File: src/rtl/difftest_step_batcher.sv
// Batches per-cycle commit counts into closed batches queued for the DPI caller.
// Optional trace output: define DIFFTEST_BATCH_TRACE_EN.
module difftest_step_batcher #(
    parameter int STEP_WIDTH = 8,
    parameter int SUM_WIDTH  = 16,
    parameter int MAX_BATCH  = 64,
    parameter int TIMEOUT    = 16,
    parameter int FIFO_DEPTH = 4
) (
    input  logic                  clock,
    input  logic                  reset,
    input  logic [STEP_WIDTH-1:0] in_step,
    input  logic                  flush,
    output logic                  out_valid,
    input  logic                  out_ready,
    output logic [SUM_WIDTH-1:0]  out_nstep,
    output logic [63:0]           out_cycle,
    output logic                  busy,
    output logic                  overflow
);

    localparam int PW = $clog2(FIFO_DEPTH);
    localparam int IW = $clog2(TIMEOUT + 1);

    typedef enum logic [1:0] {
        S_IDLE,
        S_ACCUM,
        S_STALL
    } state_t;

    state_t                 r_state;
    logic [SUM_WIDTH-1:0]   r_acc;
    logic [IW-1:0]          r_idle_cnt;
    logic [63:0]            r_n_cycles;
    logic                   r_overflow;
    logic [PW-1:0]          r_wptr;
    logic [PW-1:0]          r_rptr;
    logic [PW:0]            r_count;
    logic [SUM_WIDTH-1:0]   r_nstep_mem [FIFO_DEPTH];
    logic [63:0]            r_cycle_mem [FIFO_DEPTH];

    logic [SUM_WIDTH:0]     w_sum_raw;
    logic                   w_sat;
    logic [SUM_WIDTH-1:0]   w_sum;
    logic                   w_close_req;
    logic                   w_timeout;
    logic                   w_empty;
    logic                   w_full;
    logic                   w_pop;
    logic                   w_can_push;
    logic                   w_push;

    assign w_sum_raw = {1'b0, r_acc}
                     + {{(SUM_WIDTH + 1 - STEP_WIDTH){1'b0}}, in_step};
    assign w_sat     = w_sum_raw[SUM_WIDTH];
    assign w_sum     = w_sat ? '1 : w_sum_raw[SUM_WIDTH-1:0];

    assign w_timeout = (r_idle_cnt == IW'(TIMEOUT - 1))
                     & (in_step == '0) & (r_acc != '0);
    assign w_close_req = (w_sum >= SUM_WIDTH'(MAX_BATCH))
                       | w_timeout
                       | (flush & (w_sum != '0));

    assign w_empty    = (r_count == '0);
    assign w_full     = (r_count == (PW + 1)'(FIFO_DEPTH));
    assign w_pop      = out_valid & out_ready;
    assign w_can_push = !w_full | w_pop;
    // A stalled batch is already closed; it only waits for room.
    assign w_push     = (r_state == S_STALL) ? w_can_push
                                             : (w_close_req & w_can_push);

    assign out_valid = !w_empty;
    assign out_nstep = w_empty ? '0 : r_nstep_mem[r_rptr];
    assign out_cycle = w_empty ? '0 : r_cycle_mem[r_rptr];
    assign busy      = (r_acc != '0) | out_valid;
    assign overflow  = r_overflow;

    always_ff @(posedge clock or posedge reset) begin
        if (reset) begin
            r_state    <= S_IDLE;
            r_acc      <= '0;
            r_idle_cnt <= '0;
            r_n_cycles <= '0;
            r_overflow <= 1'b0;
        end else begin
            r_n_cycles <= r_n_cycles + 64'd1;
            if (w_sat) r_overflow <= 1'b1;
            case (r_state)
                S_IDLE: begin
                    if (w_close_req) begin
                        if (!w_can_push) begin
                            r_acc   <= w_sum;
                            r_state <= S_STALL;
                        end
                    end else if (w_sum != '0) begin
                        r_acc      <= w_sum;
                        r_idle_cnt <= '0;
                        r_state    <= S_ACCUM;
                    end
                end
                S_ACCUM: begin
                    if (w_close_req && w_can_push) begin
                        r_acc      <= '0;
                        r_idle_cnt <= '0;
                        r_state    <= S_IDLE;
                    end else if (w_close_req) begin
                        r_acc   <= w_sum;
                        r_state <= S_STALL;
                    end else begin
                        r_acc      <= w_sum;
                        r_idle_cnt <= (in_step == '0) ? r_idle_cnt + IW'(1)
                                                      : '0;
                    end
                end
                S_STALL: begin
                    if (w_can_push) begin
                        r_acc      <= '0;
                        r_idle_cnt <= '0;
                        r_state    <= S_IDLE;
                    end else begin
                        r_acc <= w_sum;
                    end
                end
                default: r_state <= S_IDLE;
            endcase
        end
    end

    always_ff @(posedge clock or posedge reset) begin
        if (reset) begin
            r_wptr  <= '0;
            r_rptr  <= '0;
            r_count <= '0;
        end else begin
            if (w_push) r_wptr <= r_wptr + PW'(1);
            if (w_pop)  r_rptr <= r_rptr + PW'(1);
            case ({w_push, w_pop})
                2'b10:   r_count <= r_count + (PW + 1)'(1);
                2'b01:   r_count <= r_count - (PW + 1)'(1);
                default: r_count <= r_count;
            endcase
        end
    end

    // Storage needs no reset: entries are masked by the empty flag.
    always_ff @(posedge clock) begin
        if (w_push) begin
            r_nstep_mem[r_wptr] <= w_sum;
            r_cycle_mem[r_wptr] <= r_n_cycles;
        end
    end

`ifdef DIFFTEST_BATCH_TRACE_EN
    always_ff @(posedge clock) begin
        if (!reset && w_push)
            $display("[BATCH] cycle=%0d nstep=%0d", r_n_cycles, w_sum);
        if (!reset && w_sat && !r_overflow)
            $display("[BATCH] OVERFLOW cycle=%0d", r_n_cycles);
    end
`endif

endmodule

File: config.mk
export PLATFORM = sky130hd
export DESIGN_NAME = difftest_step_batcher
export DESIGN_NICKNAME = d
export VERILOG_FILES = /design/src/rtl/difftest_step_batcher.sv
export SDC_FILE = /design/constraint.sdc
export NUM_CORES = 1
export LEC_CHECK = 0
export CAP_MARGIN = 5
export CELL_PAD_IN_SITES_DETAIL_PLACEMENT = 1
export CELL_PAD_IN_SITES_GLOBAL_PLACEMENT = 2
export CORE_MARGIN = 4
export CORE_UTILIZATION = 49
export DETAILED_ROUTE_END_ITERATION = 16
export GPL_TIMING_DRIVEN = 0
export PLACE_DENSITY = 0.85
export RECOVER_POWER = 25
export SLEW_MARGIN = 20
export SYNTH_ARGS = -nofsm -noshare
export SYNTH_HDL_FRONTEND = slang
export SYNTH_SLANG_ARGS = --single-unit
File: constraint.sdc
create_clock -name clock -period 10.7 [get_ports clock]
set_input_delay 2.675 -clock clock [delete_from_list [all_inputs] [get_ports clock]]
set_output_delay 2.675 -clock clock [all_outputs]
set_load 0.02 [all_outputs]
==> flow_summary.yaml, run 1 <==
outcome:
  status: "complete, no violations"
timing:
  setup_viol: 0
  final.period_utilization_pct: 60.87
  max_slew_margin_pct: 29.23
  setup-tns-final_ns: 0
  hold_viol: 0
  rsz0062_at_grt: "no"
  maxSlewViolCount: 0
  tightest_slew_ns: 1.059
  fin_skew_ns: 0.009259
  max_freq_ghz: 0.1535
  period_needed_ns: 6.513
worst_setup_path:
  cp-start-kind: "primary input"
  endpoint_kind: "flop"
  path_class: "in2reg"
  critPathMaxFanout: 9
  worst-endpoint-arrival_ns: 6.96
  cp.required_ns: 11.15
routing:
  drc: 0
  drtIter0Drc: 658
  ant_nets: 0
  routed_wl_mm: 36.08
  avgViaCountPerCell: 5.589
  dr.pass1.iters: 7
  vias: 9093
  avgRoutedWirePerCell_um: 22.18
synth:
  synth_top_area_cell: "edfxtp_1"
  synth.most_common_cell: "edfxtp_1"
  synthArstFlopShare_pct: 22.89
  synthesis.area_um2: 17130
  synth_area_per_cell_um2: 17.18
  synthMuxAreaShare_pct: 10.88
  synth-compound-area-share_pct: 3.608
  synth-main-ff-cell: "edfxtp_1"
  synth_seq_cells: 415
  yosys_warnings: 0
  synth_fa_ha_area_share_pct: 1.695
  synth_top_area_share_pct: 56.10
  synth-edff-count: 320
  synth_xor_area_share_pct: 3.784
  seq_area_frac_synth_pct: 69.97
  synthTopCellsByArea: "edfxtp_1 (56%), dfrtp_1 (14%), mux4_2 (11%)"
  synth_top_family_by_area: "multiplexers"
  synth.net_count: 1031
  syn_inst: 997
  synthSimpleGateAreaFrac_pct: 8.590
  synthTopCellsByCount: "edfxtp_1 (320), dfrtp_1 (95), and2_1 (93)"
  synth_cell_types: 61
floorplanning:
  die_area_um2: 38020
  core-area_um2: 34540
  dieWidth_um: 195.0
  die_h_um: 195.0
  fp-row-count: 68
  io_pins: 95
  start_util_pct: 49.59
placed_design:
  dp_cells: 1552
  hpwlAfterDp_mm: 22.85
  post_dp_cell_area_um2: 18810
  place_congestion: 0.7957
  portBuffers: 94
clock_tree:
  worstSkewPairLatency_ns: 0.52
  cts.sinks: 415
  path_clk_slew_ns: 0.06
  cts_tree: "built"
  cts_resized: 0
  cts_made_buffers: 41
  htree_levels: 2
  postCtsSetupBuffers: 0
  cts_root_buf: "clkbuf_16"
  clock_path_buffers: 3
  holdBufCountCts: 0
power_and_ir_drop:
  power_mw: 6.688
  clkPwrFrac_pct: 21.0
  p_sw_mw: 2.227
  power_frac_seq_pct: 38.1
  ir_drop_uv: 180.7
  p_per_area_nw_per_um2: 332.2
  comb_power_share_pct: 41.0
  switching_share_pct: 33.30
  cellLeakagePower_nw: 7.299
  power.internal_mw: 4.460
global_routing:
  grt_use_total_pct: 19.32
  first_global_vias: 10010
  antenna_found_initial: 0
  grt_overflow_total: 0
  grt_pass1_wl_mm: 58.14
  grt_max_degree: 70
layout:
  num-fill-cells: 3136
  antenna_cells: 0
  post-route-util_pct: 58.28
  syn2layout_area_growth_pct: 17.52
  post-route-cell-area_um2: 20130
  layout-drive-gt1-share_pct: 15.19
  layout.cells.non_filler: 1627
  fin_nets: 1174
worst_hold_path:
  hold_path.class: "reg2reg"
flow_run:
  cap_violations: 0
-- registers in the layout (all words and copies together) (netlist names) --
signal and cells:
r_nstep_mem 64, r_cycle_mem 256, r_state 2, r_rptr 2
r_idle_cnt 5, r_wptr 2, overflow 1, r_acc 16
r_count 3, r_n_cycles 64
-- final timing paths --
kind	start	cells after the start	slack, ns	to
hold reg to reg	overflow	1	0.47	overflow
hold / removal	overflow	1	0.47	overflow
max in group asynchronous	reset	3	7.51	r_acc[0]
min in group asynchronous	reset	2	2.52	r_n_cycles[52]
setup reg to reg	r_acc[0]	17	6.35	r_count[2]
setup / recovery	in_step[0]	18	4.19	r_count[2]
-- power groups by stage --
stage / combinational, mW / clock [mW] / sequential, mW
global placement: 2.68 / 0 / 2.61
global route: 2.95 / 1.51 / 2.59
detailed placement: 2.79 / 0 / 2.57
floorplan: 1.67 / 0 / 2.54
finish: 2.74 / 1.40 / 2.54
CTS: 2.80 / 1.44 / 2.55
-- kinds of logic (layout without fill, tap and decap cells) --
group / Yosys count / count (layout)
buf+inv: 61 / 236
compound gates: 78 / 78
fa+ha+maj: 22 / 22
flops: 415 / 415
xor+xnor: 74 / 74
mux: 86 / 86
simple gates: 261 / 261
-- final cells by class --
| type | count | area, µm² | share of cell area [%] |
|---|---|---|---|
| clock inverter | 21 | 190.2 | 0.9447 |
| tap | 455 | 569.3 | 2.828 |
| timing repair buffer | 100 | 1091 | 5.420 |
| sequential | 415 | 11990 | 59.54 |
| buffer | 37 | 163.9 | 0.8142 |
| multi-input combinational | 521 | 4901 | 24.34 |
| inverter | 24 | 95.09 | 0.4723 |
| clock buffer | 54 | 1135 | 5.637 |
-- metal layers --
layer	share of wire, %	wire length (µm)	GRT usage [%]
met1	43	15590	26.49
met2	52	18650	33.72
met4	1.8	634	4.008
met3	3.3	1206	2.519
met5	0	0	0
-- placed cells by master (no fill, tap or decap), types with 20 or more instances in the layout --
master           count
xor2_1              22
clkbuf_1            30
clkbuf_16           41
ha_1                20
nand2_1             45
nand3_1             27
xnor2_1             52
inv_1               23
clkdlybuf4s50_1     94
mux4_2              80
dfrtp_1             95
edfxtp_1           320
and2_1              89
nor2_1              25
-- critical path, cell delays in order --
cell,delay [ns]
clkdlybuf4s50_1,0.43
ha_1,0.25
fa_1,0.44
a211oi_2,0.25
o211ai_1,0.22
nand3_2,0.25
o211ai_1,0.32
nor4_2,0.44
and4_1,0.26
buf_6,0.14
a21oi_2,0.12
inv_1,0.11
ha_1,0.20
inv_1,0.07
fa_1,0.37
xor2_1,0.15
nor2_1,0.11
xor2_1,0.15
-- per-stage QoR --
step                      setup slack, ns  hold slack [ns]
after floorplan                     3.468           0.4468
after global placement              1.145           0.4570
after detailed placement            3.606           0.4605
after CTS                           4.147           0.4742
after global routing                3.854           0.4952
final                               4.187           0.4662
(Power assumes the default switching activity.)
==> inputs of run 2 (changes only) <==
--- a/config.mk
+++ b/config.mk
@@ -9,10 +9,10 @@
 export CELL_PAD_IN_SITES_DETAIL_PLACEMENT = 1
 export CELL_PAD_IN_SITES_GLOBAL_PLACEMENT = 2
 export CORE_MARGIN = 4
-export CORE_UTILIZATION = 49
+export CORE_UTILIZATION = 41
 export DETAILED_ROUTE_END_ITERATION = 16
 export GPL_TIMING_DRIVEN = 0
-export PLACE_DENSITY = 0.85
+export PLACE_DENSITY = 0.76
 export RECOVER_POWER = 25
 export SLEW_MARGIN = 20
 export SYNTH_ARGS = -nofsm -noshare
==> constraint.sdc (replaced) <==
create_clock -name clock -period 5.5 [get_ports clock]
set_input_delay 1.375 -clock clock [delete_from_list [all_inputs] [get_ports clock]]
set_output_delay 1.375 -clock clock [all_outputs]
set_load 0.02 [all_outputs]
==> run 2 against run 1 <==
Compared with the run above:
- sequential share of layout area fell by 0.75 points
- via count fell by 1.2%
- utilization fell by 8.7 points
- routed wire length fell by 0.16%
- global-route usage fell by 2.8 points
- flip-flop and latch count did not move
- clock-buffer cell count rose by 9
- non-clock buffer count rose by 2
- hold slack improved by 0.026 ns
- first-iteration DRC count fell by 21%
- clock skew rose by 0.0099 ns
==> flow_summary.yaml, run 2 (synthesis results as in run 1) <==
outcome:
  status: "complete, no violations"
worst_setup_path:
  critPathBufInv: 4
  path_depth: 14
  path_class: "in2reg"
  ff2ff_setup_slack_ns: 1.19
  path_common_cell: "buf_6"
  r2r_start: "r_acc[0]"
  reg2reg_depth: 13
  endpoint_kind: "flop"
  worst-endpoint-arrival_ns: 5.39
  critPathMaxFanout: 43
  cp_slowest_cell: "and2_4"
  critical-path-top-delay-family: "compound AO/OA/AOI/OAI gates"
  cp-start-kind: "primary input"
  r2r_end: "r_cycle_mem[3][24]"
  timing.critical_path.slowest_cell_delay_ns: 0.65
  cp.required_ns: 5.74
  path_cells: "clkdlybuf4s50_1 -> ha_1 -> fa_1 -> a211oi_2 -> o211ai_1 -> and2_1 -> buf_6 -> a21o_1 -> o21ai_0 -> and4_1 -> buf_6 -> a21oi_2 -> and2_4 -> buf_16"
clock_tree:
  cts.sinks: 415
  cts_made_buffers: 44
  clock_path_buffers: 3
  postCtsSetupBuffers: 0
  holdBufCountCts: 0
  path_clk_slew_ns: 0.06
  cts_tree: "built"
  cts_root_buf: "clkbuf_16"
  worstSkewPairLatency_ns: 0.56
  htree_levels: 2
  cts_resized: 0
floorplanning:
  start_util_pct: 41.67
  io_pins: 95
  fp-row-count: 74
  core-area_um2: 41110
  die_area_um2: 45120
  die_h_um: 212.4
  dieWidth_um: 212.4
global_routing:
  grt_overflow_total: 0
  antenna_found_initial: 0
  grt_max_degree: 64
  grt_use_total_pct: 16.52
  grtUsageMet3_pct: 2.538
  grtUsageMet2_pct: 27.55
  grt_use_met1_pct: 22.96
  first_global_vias: 9768
  grt_pass1_wl_mm: 57.44
  grt-busiest-layer: "met2"
timing:
  hold_viol: 0
  period_needed_ns: 5.148
  fin_skew_ns: 0.01912
  max_freq_ghz: 0.1942
  maxSlewViolCount: 0
  rsz0062_at_grt: "no"
  setup-tns-final_ns: 0
  max_slew_margin_pct: 27.29
  layout_setup_ws_ns: 0.3516
  tightest_slew_ns: 1.088
  setup_viol: 0
  final.period_utilization_pct: 93.61
routing:
  avgRoutedWirePerCell_um: 21.04
  dr.pass1.iters: 5
  ant_nets: 0
  drtIter0Drc: 522
  avgViaCountPerCell: 5.248
  drc: 0
  routed_wl_mm: 36.02
  vias: 8985
worst_hold_path:
  hold-path-endpoint: "r_count[2]"
  hold_path.class: "reg2reg"
  holdCritStartpoint: "r_count[2]"
  hold_path_depth: 1
power_and_ir_drop:
  power_frac_seq_pct: 37.1
  comb_power_share_pct: 40.5
  power.internal_mw: 8.874
  clkPwrFrac_pct: 22.3
  cellLeakagePower_nw: 7.364
  switching_share_pct: 33.08
  p_sw_mw: 4.387
  p_per_area_nw_per_um2: 650.5
  ir_drop_uv: 292.9
layout:
  layout.cells.non_filler: 1712
  fin_nets: 1179
  reg.largest.list: "r_cycle_mem x256, r_n_cycles x64, r_nstep_mem x64"
  antenna_cells: 0
  layout.cells.most_common: "edfxtp_1"
  layout-drive-gt1-share_pct: 15.25
  top_register: "r_cycle_mem"
  largest_reg_flops: 256
  num-fill-cells: 3922
  syn2layout_area_growth_pct: 19.01
  final_cell_mix: "edfxtp_1 (320), dfrtp_1 (95), clkdlybuf4s50_1 (94), and2_1 (89), mux4_2 (80)"
  seq_area_um2: 11990
  multiInputGateArea_um2: 4901
placed_design:
  portBuffers: 94
  place_ws_ns: -0.3460
  dp_cells: 1630
  place_congestion: 0.7838
  hpwlAfterDp_mm: 23.17
flow_run:
  cap_violations: 0
-- run 2: cell count changes in the layout (fill, tap and decap cells not counted) --
cell,before,now
buf_12,2,3
buf_4,0,1
bufinv_16,3,4
clkbuf_1,30,36
clkbuf_16,41,45
clkbuf_2,1,0
clkinv_2,7,2
inv_6,3,4
-- run 2: through the flow --
stage	instance area (µm²)	power (mW)	hold slack [ns]	utilization, %
2_1_floorplan	17140	8.153	0.4468	-
3_3_place_gp	18740	10.28	0.4483	45.59
3_5_place_dp	18920	10.48	0.4758	46.03
4_1_cts	20380	13.49	0.4838	49.57
5_1_grt	20390	14.00	0.5179	49.59
6_report	20390	13.26	0.4925	49.59
-- run 2: per-layer routing --
layer | up-vias | part of all wire (%)
li1 | 4140 | -
met2 | 134 | 50
met4 | 0 | 1.7
met3 | 40 | 3.4
met5 | - | 0
met1 | 4671 | 44
-- run 2: power by group through the flow --
stage	logic [mW]	clock network, mW	registers, mW
2_1_floorplan	3.26	0	4.90
3_3_place_gp	5.30	0	4.98
3_5_place_dp	5.49	0	4.99
4_1_cts	5.51	3.04	4.94
5_1_grt	5.80	3.18	5.01
6_report	5.38	2.96	4.92
-- run 2: area by class of cell --
type	instances	share of cell area [%]
sequential	415	58.79
multi-input combinational	521	24.04
clock buffer	63	6.149
timing repair buffer	102	5.487
tap	532	3.265
clock inverter	18	1.000
buffer	37	0.7978
inverter	24	0.4664
-- run 2: worst max-delay path by stage --
stage / endpoint / slack [ns] / from
after CTS: r_count[2] / 0.24 / in_step[0]
final: r_cycle_mem[3][24] / 0.35 / in_step[0]
after global routing: r_cycle_mem[3][32] / 0.11 / in_step[0]
after global placement: r_cycle_mem[2][23] / -1.24 / in_step[0]
after floorplan: r_cycle_mem[0][0] / 0.44 / in_step[0]
after detailed placement: r_count[2] / -0.35 / in_step[0]
==> inputs of run 3 (changes only) <==
--- a/config.mk
+++ b/config.mk
@@ -18,3 +18,4 @@
 export SYNTH_ARGS = -nofsm -noshare
 export SYNTH_HDL_FRONTEND = slang
 export SYNTH_SLANG_ARGS = --single-unit
+export TNS_END_PERCENT = 10
==> run 3 against run 2 <==
Compared with the run above:
- combinational power is essentially flat
- clock skew decreased by 0.0046 ns
- fmax fell by 1.4%
- critical path depth grew 4
- sequential share of layout area up 0.16 points
- highest routed layer unchanged
- non-clock buffer count up 1
- final cell count stayed put
- via count up 0.59%
- global-route usage is 0.11 points lower
- first-iteration DRC count down 0.57%
==> flow_summary.yaml, run 3 (synthesis results as in run 1) <==
layout:
  largest_reg_flops: 256
  layout.cells.non_filler: 1712
  post-route-util_pct: 49.46
  fin_nets: 1180
  syn2layout_area_growth_pct: 18.70
  final_cell_mix: "edfxtp_1 (320), dfrtp_1 (95), clkdlybuf4s50_1 (94), and2_1 (89), mux4_2 (80)"
  layout.cells.most_common: "edfxtp_1"
  antenna_cells: 0
  post-route-cell-area_um2: 20330
  reg.largest.list: "r_cycle_mem x256, r_n_cycles x64, r_nstep_mem x64"
  layout-drive-gt1-share_pct: 15.08
  top_register: "r_cycle_mem"
worst_hold_path:
  hold-path-endpoint: "r_count[2]"
  holdCritStartpoint: "r_count[2]"
  hold_path_depth: 1
  hold_path.class: "reg2reg"
routing:
  avgViaCountPerCell: 5.279
  vias: 9038
  drc: 0
  ant_nets: 0
  dr.pass1.iters: 5
  routed_wl_mm: 35.89
  drtIter0Drc: 519
  avgRoutedWirePerCell_um: 20.97
outcome:
  status: "complete, no violations"
timing:
  layout_setup_ws_ns: 0.2803
  setup-tns-final_ns: 0
  fin_skew_ns: 0.01455
  tightest_slew_ns: 1.050
  final.period_utilization_pct: 94.90
  setup_viol: 0
  max_slew_margin_pct: 29.80
  maxSlewViolCount: 0
  hold_viol: 0
  max_freq_ghz: 0.1916
  period_needed_ns: 5.220
  whs_ns: 0.4759
  rsz0062_at_grt: "yes"
global_routing:
  antenna_found_initial: 0
  first_global_vias: 9883
  grt_overflow_total: 0
  grt_pass1_wl_mm: 57.13
  grt_use_total_pct: 16.41
  grt_max_degree: 67
power_and_ir_drop:
  cellLeakagePower_nw: 7.336
  ir_drop_uv: 272.6
  p_per_area_nw_per_um2: 644.8
  power_mw: 13.11
worst_setup_path:
  endpoint_kind: "flop"
  ff2ff_setup_slack_ns: 1.11
  cp_slowest_cell: "nor4_2"
  path_cells: "clkdlybuf4s50_1 -> ha_1 -> fa_1 -> a211oi_2 -> o211ai_1 -> nand3_2 -> o211ai_1 -> nor4_2 -> and4_1 -> buf_6 -> a21oi_4 -> inv_1 -> ha_1 -> inv_1 -> fa_1 -> xor2_1 -> nor2_1 -> xor2_1"
  crit_start: "in_step[0]"
  critical-path-top-delay-family: "adder cells"
  path_class: "in2reg"
  critPathMaxFanout: 9
  critPathBufInv: 4
  worst-endpoint-arrival_ns: 5.69
  r2r_end: "r_count[2]"
  reg2reg_depth: 17
  cp-start-kind: "primary input"
  r2r_start: "r_acc[0]"
  timing.critical_path.slowest_cell_delay_ns: 0.45
  cp.required_ns: 5.97
clock_tree:
  path_clk_slew_ns: 0.05
  worstSkewPairLatency_ns: 0.55
  clock_path_buffers: 3
  htree_levels: 2
  cts.sinks: 415
  cts_made_buffers: 43
  cts_tree: "built"
  cts_root_buf: "clkbuf_16"
placed_design:
  place_congestion: 0.7993
  post_dp_cell_area_um2: 18950
  portBuffers: 94
  dp_cells: 1632
  hpwlAfterDp_mm: 23.46
  place_ws_ns: -0.3532
floorplanning:
  core-area_um2: 41110
  dieWidth_um: 212.4
  die_area_um2: 45120
  fp-row-count: 74
  die_h_um: 212.4
  io_pins: 95
  start_util_pct: 41.67
flow_run:
  cap_violations: 0
## run 3: power by group
group | internal [mW] | switching (mW)
sequential | 4.65 | 0.259
clock | 1.67 | 1.15
combinational | 2.46 | 2.93
total | 8.78 | 4.33
## run 3: what timing repair did
action | 4_1_cts | 5_1_grt
setup buffers | 0 | 0
gates resized for setup | 0 | 1
hold buffers | 0 | 0
setup endpoints to repair | 0 | 49
## run 3: final cells by class
cell class	count	area [µm²]
buffer	37	163.9
clock buffer	66	1255
clock inverter	13	115.1
fill	3931	20780
inverter	24	95.09
multi-input combinational	522	4916
sequential	415	11990
tap	532	665.6
timing repair buffer	103	1136
## run 3: how the worst max path moves through the flow
stage	to	slack [ns]	depth (start not counted)
after floorplan	r_cycle_mem[1][0]	-0.43	12
after global placement	r_cycle_mem[2][23]	-2.86	13
after detailed placement	r_cycle_mem[2][23]	-0.35	15
after CTS	r_cycle_mem[2][33]	0.22	15
after global routing	r_count[2]	-0.02	18
final	r_count[2]	0.28	18
## run 3: per-layer routing
layer  GRT usage [%]  up-vias  part of all wire (%)
li1                -     4139                     -
met1           22.32     4698                    43
met2           27.74      155                    51
met3           2.538       46                   3.7
met4           4.731        0                   2.1
met5               0        -                     0
